## config.mk

```make
export PLATFORM = sky130hd
export DESIGN_NAME = as_gpio
export DESIGN_NICKNAME = d
export VERILOG_FILES = /design/src/rtl/as_pack.sv /design/src/rtl/as_sync2.sv /design/src/rtl/as_gpio.sv
export SDC_FILE = /design/constraint.sdc
export NUM_CORES = 1
export LEC_CHECK = 0
export ABC_AREA = 1
export ABC_CLOCK_PERIOD_IN_PS = 1400
export BUFFER_PORTS_ARGS = -buffer_cell sky130_fd_sc_hd__buf_2
export CAP_MARGIN = 5
export CORE_MARGIN = 1.5
export CORE_UTILIZATION = 35
export DETAILED_ROUTE_END_ITERATION = 8
export PLACE_DENSITY = 0.73
export SYNTH_ARGS = -nofsm -noshare
export SYNTH_HDL_FRONTEND = slang
export SYNTH_HIERARCHICAL = 1
export SYNTH_SLANG_ARGS = --single-unit
export TNS_END_PERCENT = 100
```

## constraint.sdc

```tcl
create_clock -name clk -period 1.4 [get_ports clk]
set_input_delay 0.28 -clock clk [delete_from_list [all_inputs] [get_ports clk]]
set_output_delay 0.28 -clock clk [all_outputs]
set_load 0.02 [all_outputs]
```

## src/rtl/as_pack.sv

```systemverilog
// Shared constants for the as_gpio register block: register indices,
// reset values and the default geometry used by the address decoder.
package as_pack;

    localparam int nr_gpios        = 8;
    localparam int reg_width       = 64;
    localparam int gpio_addr_width = 4;

    // Register indices, in 64-bit words
    localparam int gpio_id_idx_c   = 0;
    localparam int gpio_dir_idx_c  = 1;
    localparam int gpio_data_idx_c = 2;
    localparam int gpio_ris_idx_c  = 3;
    localparam int gpio_imsc_idx_c = 4;
    localparam int gpio_mis_idx_c  = 5;
    localparam int gpio_nr_regs_c  = 6;

    localparam logic [63:0] gpio_id_rst_c   = 64'h1;
    localparam logic [63:0] gpio_imsc_rst_c = '1;

    // Byte window claimed by the decoder
    localparam logic [31:0] gpio_base_addr_c = 32'hFFFF_FF80;
    localparam logic [31:0] gpio_end_addr_c  = gpio_base_addr_c + 32'(gpio_nr_regs_c * 8) - 32'd1;

endpackage

```

## src/rtl/as_sync2.sv

```systemverilog
// Two-flop synchronizer, parameterised width, synchronous active-high reset.
module as_sync2
    import as_pack::*;
#(
    parameter int WIDTH = 1
) (
    input  logic             clk,
    input  logic             rst,
    input  logic [WIDTH-1:0] d,
    output logic [WIDTH-1:0] q
);

    logic [WIDTH-1:0] meta;

    // Capture the asynchronous input, then re-register to settle metastability
    always_ff @(posedge clk) begin
        if (rst) begin
            meta <= '0;
            q    <= '0;
        end else begin
            meta <= d;
            q    <= meta;
        end
    end

endmodule

```

## src/rtl/as_gpio.sv

```systemverilog
// Memory-mapped GPIO responder: DIR/DATA registers, synchronized pin inputs
// and an optional rising-edge interrupt block (RIS/IMSC/MIS), enabled with
// the AS_GPIO_IRQ_EN macro. Without it, indices 3..5 read as unmapped and
// irq_o is tied low.
module as_gpio
    import as_pack::*;
#(
    parameter int NR_GPIOS = nr_gpios,
    parameter int DW       = reg_width,
    parameter int AW       = gpio_addr_width
) (
    input  logic                clk,
    input  logic                rst,
    input  logic                cs_i,
    input  logic                we_i,
    input  logic                re_i,
    input  logic [AW-1:0]       addr_i,
    input  logic [DW-1:0]       wdata_i,
    output logic [DW-1:0]       rdata_o,
    output logic                ack_o,
    input  logic [NR_GPIOS-1:0] gpio_i,
    output logic [NR_GPIOS-1:0] gpio_o,
    output logic [NR_GPIOS-1:0] gpio_oe_o,
    output logic                irq_o
);

    logic [NR_GPIOS-1:0] sync_in;
    logic [NR_GPIOS-1:0] dir_q;
    logic [NR_GPIOS-1:0] data_q;
    logic [NR_GPIOS-1:0] wbits;
    logic [DW-1:0]       rd_val;
    logic                wr_en;
    logic                rd_en;

    // A simultaneous write and read strobe is treated as a write only
    assign wr_en = cs_i & we_i;
    assign rd_en = cs_i & re_i & ~we_i;
    assign wbits = wdata_i[NR_GPIOS-1:0];

    generate
        if (DW > NR_GPIOS) begin : g_wdata_hi
            logic unused_wdata_hi;
            assign unused_wdata_hi = ^wdata_i[DW-1:NR_GPIOS];
        end
    endgenerate

    as_sync2 #(
        .WIDTH (NR_GPIOS)
    ) u_sync (
        .clk (clk),
        .rst (rst),
        .d   (gpio_i),
        .q   (sync_in)
    );

    // Direction and output-latch registers
    always_ff @(posedge clk) begin
        if (rst) begin
            dir_q  <= '0;
            data_q <= '0;
        end else if (wr_en) begin
            case (addr_i)
                AW'(gpio_dir_idx_c):  dir_q  <= wbits;
                AW'(gpio_data_idx_c): data_q <= wbits;
                default: ;
            endcase
        end
    end

    assign gpio_o    = data_q;
    assign gpio_oe_o = dir_q;

`ifdef AS_GPIO_IRQ_EN
    logic [NR_GPIOS-1:0] prev_q;
    logic [NR_GPIOS-1:0] ris_q;
    logic [NR_GPIOS-1:0] imsc_q;
    logic [NR_GPIOS-1:0] edge_evt;
    logic [NR_GPIOS-1:0] ris_clr;
    logic [NR_GPIOS-1:0] mis;

    assign edge_evt = sync_in & ~prev_q & ~dir_q;
    assign ris_clr  = (wr_en && addr_i == AW'(gpio_ris_idx_c)) ? wbits : '0;
    assign mis      = ris_q & imsc_q;

    // Edge detect, W1C status (a set in the same cycle wins), mask and IRQ
    always_ff @(posedge clk) begin
        if (rst) begin
            prev_q <= '0;
            ris_q  <= '0;
            imsc_q <= gpio_imsc_rst_c[NR_GPIOS-1:0];
            irq_o  <= 1'b0;
        end else begin
            prev_q <= sync_in;
            ris_q  <= (ris_q & ~ris_clr) | edge_evt;
            if (wr_en && addr_i == AW'(gpio_imsc_idx_c)) begin
                imsc_q <= wbits;
            end
            irq_o <= |mis;
        end
    end
`else
    assign irq_o = 1'b0;
`endif

    // Read-data select; unimplemented bits and unmapped indices return 0
    always_comb begin
        rd_val = '0;
        case (addr_i)
            AW'(gpio_id_idx_c):   rd_val = DW'(gpio_id_rst_c);
            AW'(gpio_dir_idx_c):  rd_val[NR_GPIOS-1:0] = dir_q;
            AW'(gpio_data_idx_c): rd_val[NR_GPIOS-1:0] = (sync_in & ~dir_q) | (data_q & dir_q);
`ifdef AS_GPIO_IRQ_EN
            AW'(gpio_ris_idx_c):  rd_val[NR_GPIOS-1:0] = ris_q;
            AW'(gpio_imsc_idx_c): rd_val[NR_GPIOS-1:0] = imsc_q;
            AW'(gpio_mis_idx_c):  rd_val[NR_GPIOS-1:0] = mis;
`endif
            default: ;
        endcase
    end

    // Bus response: one-cycle ack per access, read data held between reads
    always_ff @(posedge clk) begin
        if (rst) begin
            rdata_o <= '0;
            ack_o   <= 1'b0;
        end else begin
            ack_o <= cs_i & (we_i | re_i);
            if (rd_en) begin
                rdata_o <= rd_val;
            end
        end
    end

endmodule

```

# Yosys cells after proc, flatten, opt, wreduce, memory -nomap -nowiden
# Index checks and enable logic that the tools add are counted.
dict set report totals {
  inputBits 81
  ramBits 0
  wordCells 22
  out_inout_bits 82
  reg_bits 41
  romBits 0
  mem_count 0
  latch_bits 0
}
dict set report op_classes {
  n_mul 0
  n_lt_le_gt_ge 0
  eq_ne 2
  shifts 0
  n_reduce_logical 3
  muxes 1
  bitwise 10
  n_div 0
  n_addsub 0
}
# operator count
set op_table {}
lappend op_table {{case mux 8 bit (3 select lines)} 1}
lappend op_table {{AND 8 bit} 2}
lappend op_table {{inverter 8 bit} 1}
lappend op_table {{bitwise OR 8 bit} 1}
lappend op_table {{AND 1 bit} 4}
lappend op_table {{== test 4 x 1 -> 1 bit, second input constant} 1}
lappend op_table {{== test 4 x 2 -> 1 bit, second input constant} 1}
lappend op_table {{zero test 4 bit} 1}
lappend op_table {{AND reduction 2 bit} 2}
lappend op_table {{inverter 1 bit} 1}
lappend op_table {{bitwise OR 1 bit} 1}

# Depth between registers and ports, before layout
dict set report depth {
  depth_word 4
  mapped_depth 8
  ltp_nobuf 7
}

# By module
# Netlist, hierarchy kept.
# mod cells_each seq_area_each_um2 area_each_um2 n_inst
set modules_own_cells {}
lappend modules_own_cells {as_gpio 225 500.5 1572.8 1}
lappend modules_own_cells {as_sync2 50 320.3 474.2 1}

# Least setup slack after synthesis
# Ideal clock, no wire load.
dict set report synth_path {
  path_kind {input-to-reg}
  start {in addr_i[0]}
  end {reg dir_q[5] (netlist: gpio_oe_o[5])}
  n_path_buf 1
  slack_ps 287
  arrival_time_ps 997
  setup_time_ps 117
  required_time_ps 1283
  stages 6
  path_cell_list {inv_1 > nor2_2 > nand3_4 > buf_6 > o21ai_1 > a21oi_1}
}
dict set report synth_between {
  elab_chain_len 2
}
# element line_no
set synth_rtl {}
lappend synth_rtl {{start, declared} as_gpio.sv:17} ;# input logic [AW-1:0] addr_i,
lappend synth_rtl {{== test 4 x 1 -> 1 bit} as_gpio.sv:62} ;# case (addr_i)
lappend synth_rtl {{AND reduction 2 bit (no source line)} n/a}
lappend synth_rtl {{end signal, assigned} as_gpio.sv:63} ;# AW'(gpio_dir_idx_c): dir_q <= wbits;
lappend synth_rtl {{end, declared} as_gpio.sv:28} ;# logic [NR_GPIOS-1:0] dir_q;
# No other way between the ends.
# A chain may end at the register's enable or synchronous reset.

# Final worst setup path
dict set report layout_path {
  start {reg dir_q[4] (netlist: gpio_oe_o[4])}
  end {out gpio_oe_o[4]}
}
# element line_no
set layout_lines {}
lappend layout_lines {{end, declared} as_gpio.sv:23} ;# output logic [NR_GPIOS-1:0] gpio_oe_o,
# No word-level cell between the ends.

==> impl_metrics.json <==
{
  "status": "complete, no violations",
  "dp_hpwl_um": 3010,
  "crit_fanout": 4,
  "reg2reg_depth": 7,
  "crit_cells": 1,
  "syn-cell-area_sq_mm": 0.00205,
  "wl_per_cell_um": 9.65,
  "min_period_ns": 1.16,
  "post_cts_resized": 0,
  "dr.pass1.iters": 4,
  "cp-end-kind": "primary output",
  "leakage_nw": 1.18,
  "hold_viol_final": 0,
  "ctsHoldBuffers": 0,
  "ys_warn_count": 6,
  "crit_end": "gpio_oe_o[4]",
  "viasPerCell": 3.96,
  "reg2reg_slack_ns": 0.50,
  "crit_chain": "buf_2",
  "cts_tree": "done",
  "syn_avg_cell_area_sq_um": 7.44,
  "die_area_sq_mm": 0.00632,
  "grt_pass1_wl_um": 6020,
  "crit_family": "flip-flops",
  "grtUsageMet1_pct": 14.9,
  "htree_num_levels": 2,
  "max_freq_mhz": 864,
  "drtAntennaViolNets": 0,
  "root_buffer": "clkbuf_8",
  "clockBufferDepth": 2,
  "ioPinCount": 163,
  "finalSetupTns_ns": 0,
  "core_region_area_sq_mm": 0.00557,
  "syn_to_final_growth_pct": 11.4,
  "rows": 27,
  "drt_iter0_drc": 60,
  "use_met2_pct": 19.6,
  "cp_num_buf_inv": 1,
  "startpoint": "gpio_oe_o[4]",
  "synth.distinct_cells": 17,
  "die_h_um": 79.5,
  "cp-start-kind": "flop",
  "slowest_delay_ns": 0.38,
  "rr_endpoint": "rdata_o[3]",
  "crit_required_ns": 1.12,
  "cts_buffers": 5,
  "gp_congestion": 0.778,
  "busiest_layer": "met2",
  "path_clk_slew_ns": 0.08,
  "drv_slew": 0,
  "drcViolationCount": 0,
  "hp-class": "primary input to flop",
  "crit_type": "flop to primary output",
  "yosysSeqAreaShare_pct": 40.1,
  "num_antenna_cells": 0,
  "rsz0062_at_grt": "no",
  "start_util_pct": 36.7,
  "crit_slowest_cell": "dfxtp_1",
  "cts_setup_buffers": 0,
  "min_from": "gpio_i[4]",
  "drive_gt1_share_pct": 22.3,
  "arrival_ns": 0.88,
  "fin_ws_ns": 0.243,
  "fin_crit_sh_pct": 82.7,
  "rr_startpoint": "gpio_oe_o[3]",
  "die_w_um": 79.5,
  "clk_latency_ns": 0.30,
  "grt_max_degree": 21,
  "grt_use_met3_pct": 4.23,
  "finalNetCount": 412,
  "max_cap_viol_count": 0,
  "peakVddDrop_mv": 0.940,
  "clock_sinks": 41,
  "pre_cts_ws_ns": 0.146,
  "grt_overflow_total": 0,
  "setup_viol": 0,
  "powerDensity_mw_per_mm2": 1100,
  "ys_ff_latch": 41,
  "antenna_found_initial": 0,
  "drt_wl_total_um": 3900,
  "fin_worst_skew_ns": 0.00508,
  "vias": 1600,
  "io_buffers": 49,
  "grtUsageTotal_pct": 12.5,
  "grt_pass1_vias": 1322,
  "syn_inst": 275
}
[worst min path at each step]
stage / endpoint / slack (ns) / cells past startpoint
2_1_floorplan: u_sync/meta[0] / 0.39 / 2
5_1_grt: u_sync/meta[7] / 0.18 / 3
3_5_place_dp: u_sync/q[7] / 0.39 / 2
3_3_place_gp: u_sync/q[1] / 0.39 / 2
4_1_cts: u_sync/meta[3] / 0.17 / 3
6_report: u_sync/meta[4] / 0.17 / 3
[placed cells by master (no fill, tap or decap)]
| cell type | n |
|---|---|
| buf_2 | 49 |
| nand3b_1 | 1 |
| dfxtp_1 | 41 |
| inv_1 | 28 |
| nand2_1 | 70 |
| bufinv_16 | 1 |
| nor2_1 | 13 |
| nor2_2 | 6 |
| o21ai_1 | 8 |
| clkinvlp_4 | 1 |
| nor2_4 | 1 |
| nand3_4 | 1 |
| inv_2 | 2 |
| clkbuf_8 | 6 |
| a21oi_1 | 25 |
| buf_4 | 7 |
| conb_1 | 57 |
| nand3_1 | 15 |
[report_power, final]
group	switching (mW)	internal (mW)	leakage, nW
clock network	0.414	0.579	0.0574
logic	0.238	0.0656	0.786
registers	0.00949	1.19	0.334
total	0.661	1.84	1.18
[state kept, by name, indices dropped and copies added, names as in the netlist]
register and cells:
gpio_o 8, u_sync/meta 8, u_sync/q 8, ack_o 1, gpio_oe_o 8, rdata_o 8
[layer usage]
metal,part of all wire (%),vias to the layer above
met5,0,-
met4,1.8,0
met3,7.8,5
met2,47,69
met1,44,687
li1,-,839
[area by class of cell]
class                      count  area (sq um)
timing repair buffer          56           298
multi-input combinational    197           840
clock buffer                   6          82.6
tap                           72          90.1
inverter                      30           113
sequential                    41           821
clock inverter                 2          37.5
fill                         613          3290
[cell usage after synthesis]
cell type  count  share of area [%]
buf_6          3                1.7
inv_1         28                5.1
nand2_1       70                 13
buf_8          1               0.73
nand3b_1       1               0.37
nor2_1        13                2.4
nor2_4         1               0.55
dfxtp_1       41                 40
nand3_1       15                3.7
buf_4         57                 21
clkbuf_1       2               0.37
nor2_2         6                1.8
a21oi_1       25                6.1
nand3_4        1               0.86
conb_1         1               0.18
inv_2          2               0.37
o21ai_1        8                2.0
[stage by stage]
step | cell area, sq um | power (mW) | hold WS, ns | util, % | cells
after floorplan | 2260 | 1.58 | 0.387 | - | 331
after global placement | 2160 | 1.53 | 0.390 | 38.8 | 396
after detailed placement | 2160 | 1.53 | 0.393 | 38.8 | 396
after CTS | 2280 | 2.52 | 0.172 | 40.9 | 404
after global routing | 2280 | 2.61 | 0.178 | 40.9 | 404
final | 2280 | 2.50 | 0.173 | 40.9 | 404
[logic make-up (layout without fill, tap and decap cells)]
kind of cell | count (synthesis) | in the layout | synth area share, %
AOI/OAI and AO/OA | 33 | 33 | 8.07
other | 1 | 57 | 0.183
buffers and inverters | 93 | 94 | 29.2
and+or+nand+nor | 107 | 107 | 22.5
DFF | 41 | 41 | 40.1
Power figures use the tool's default switching activity.
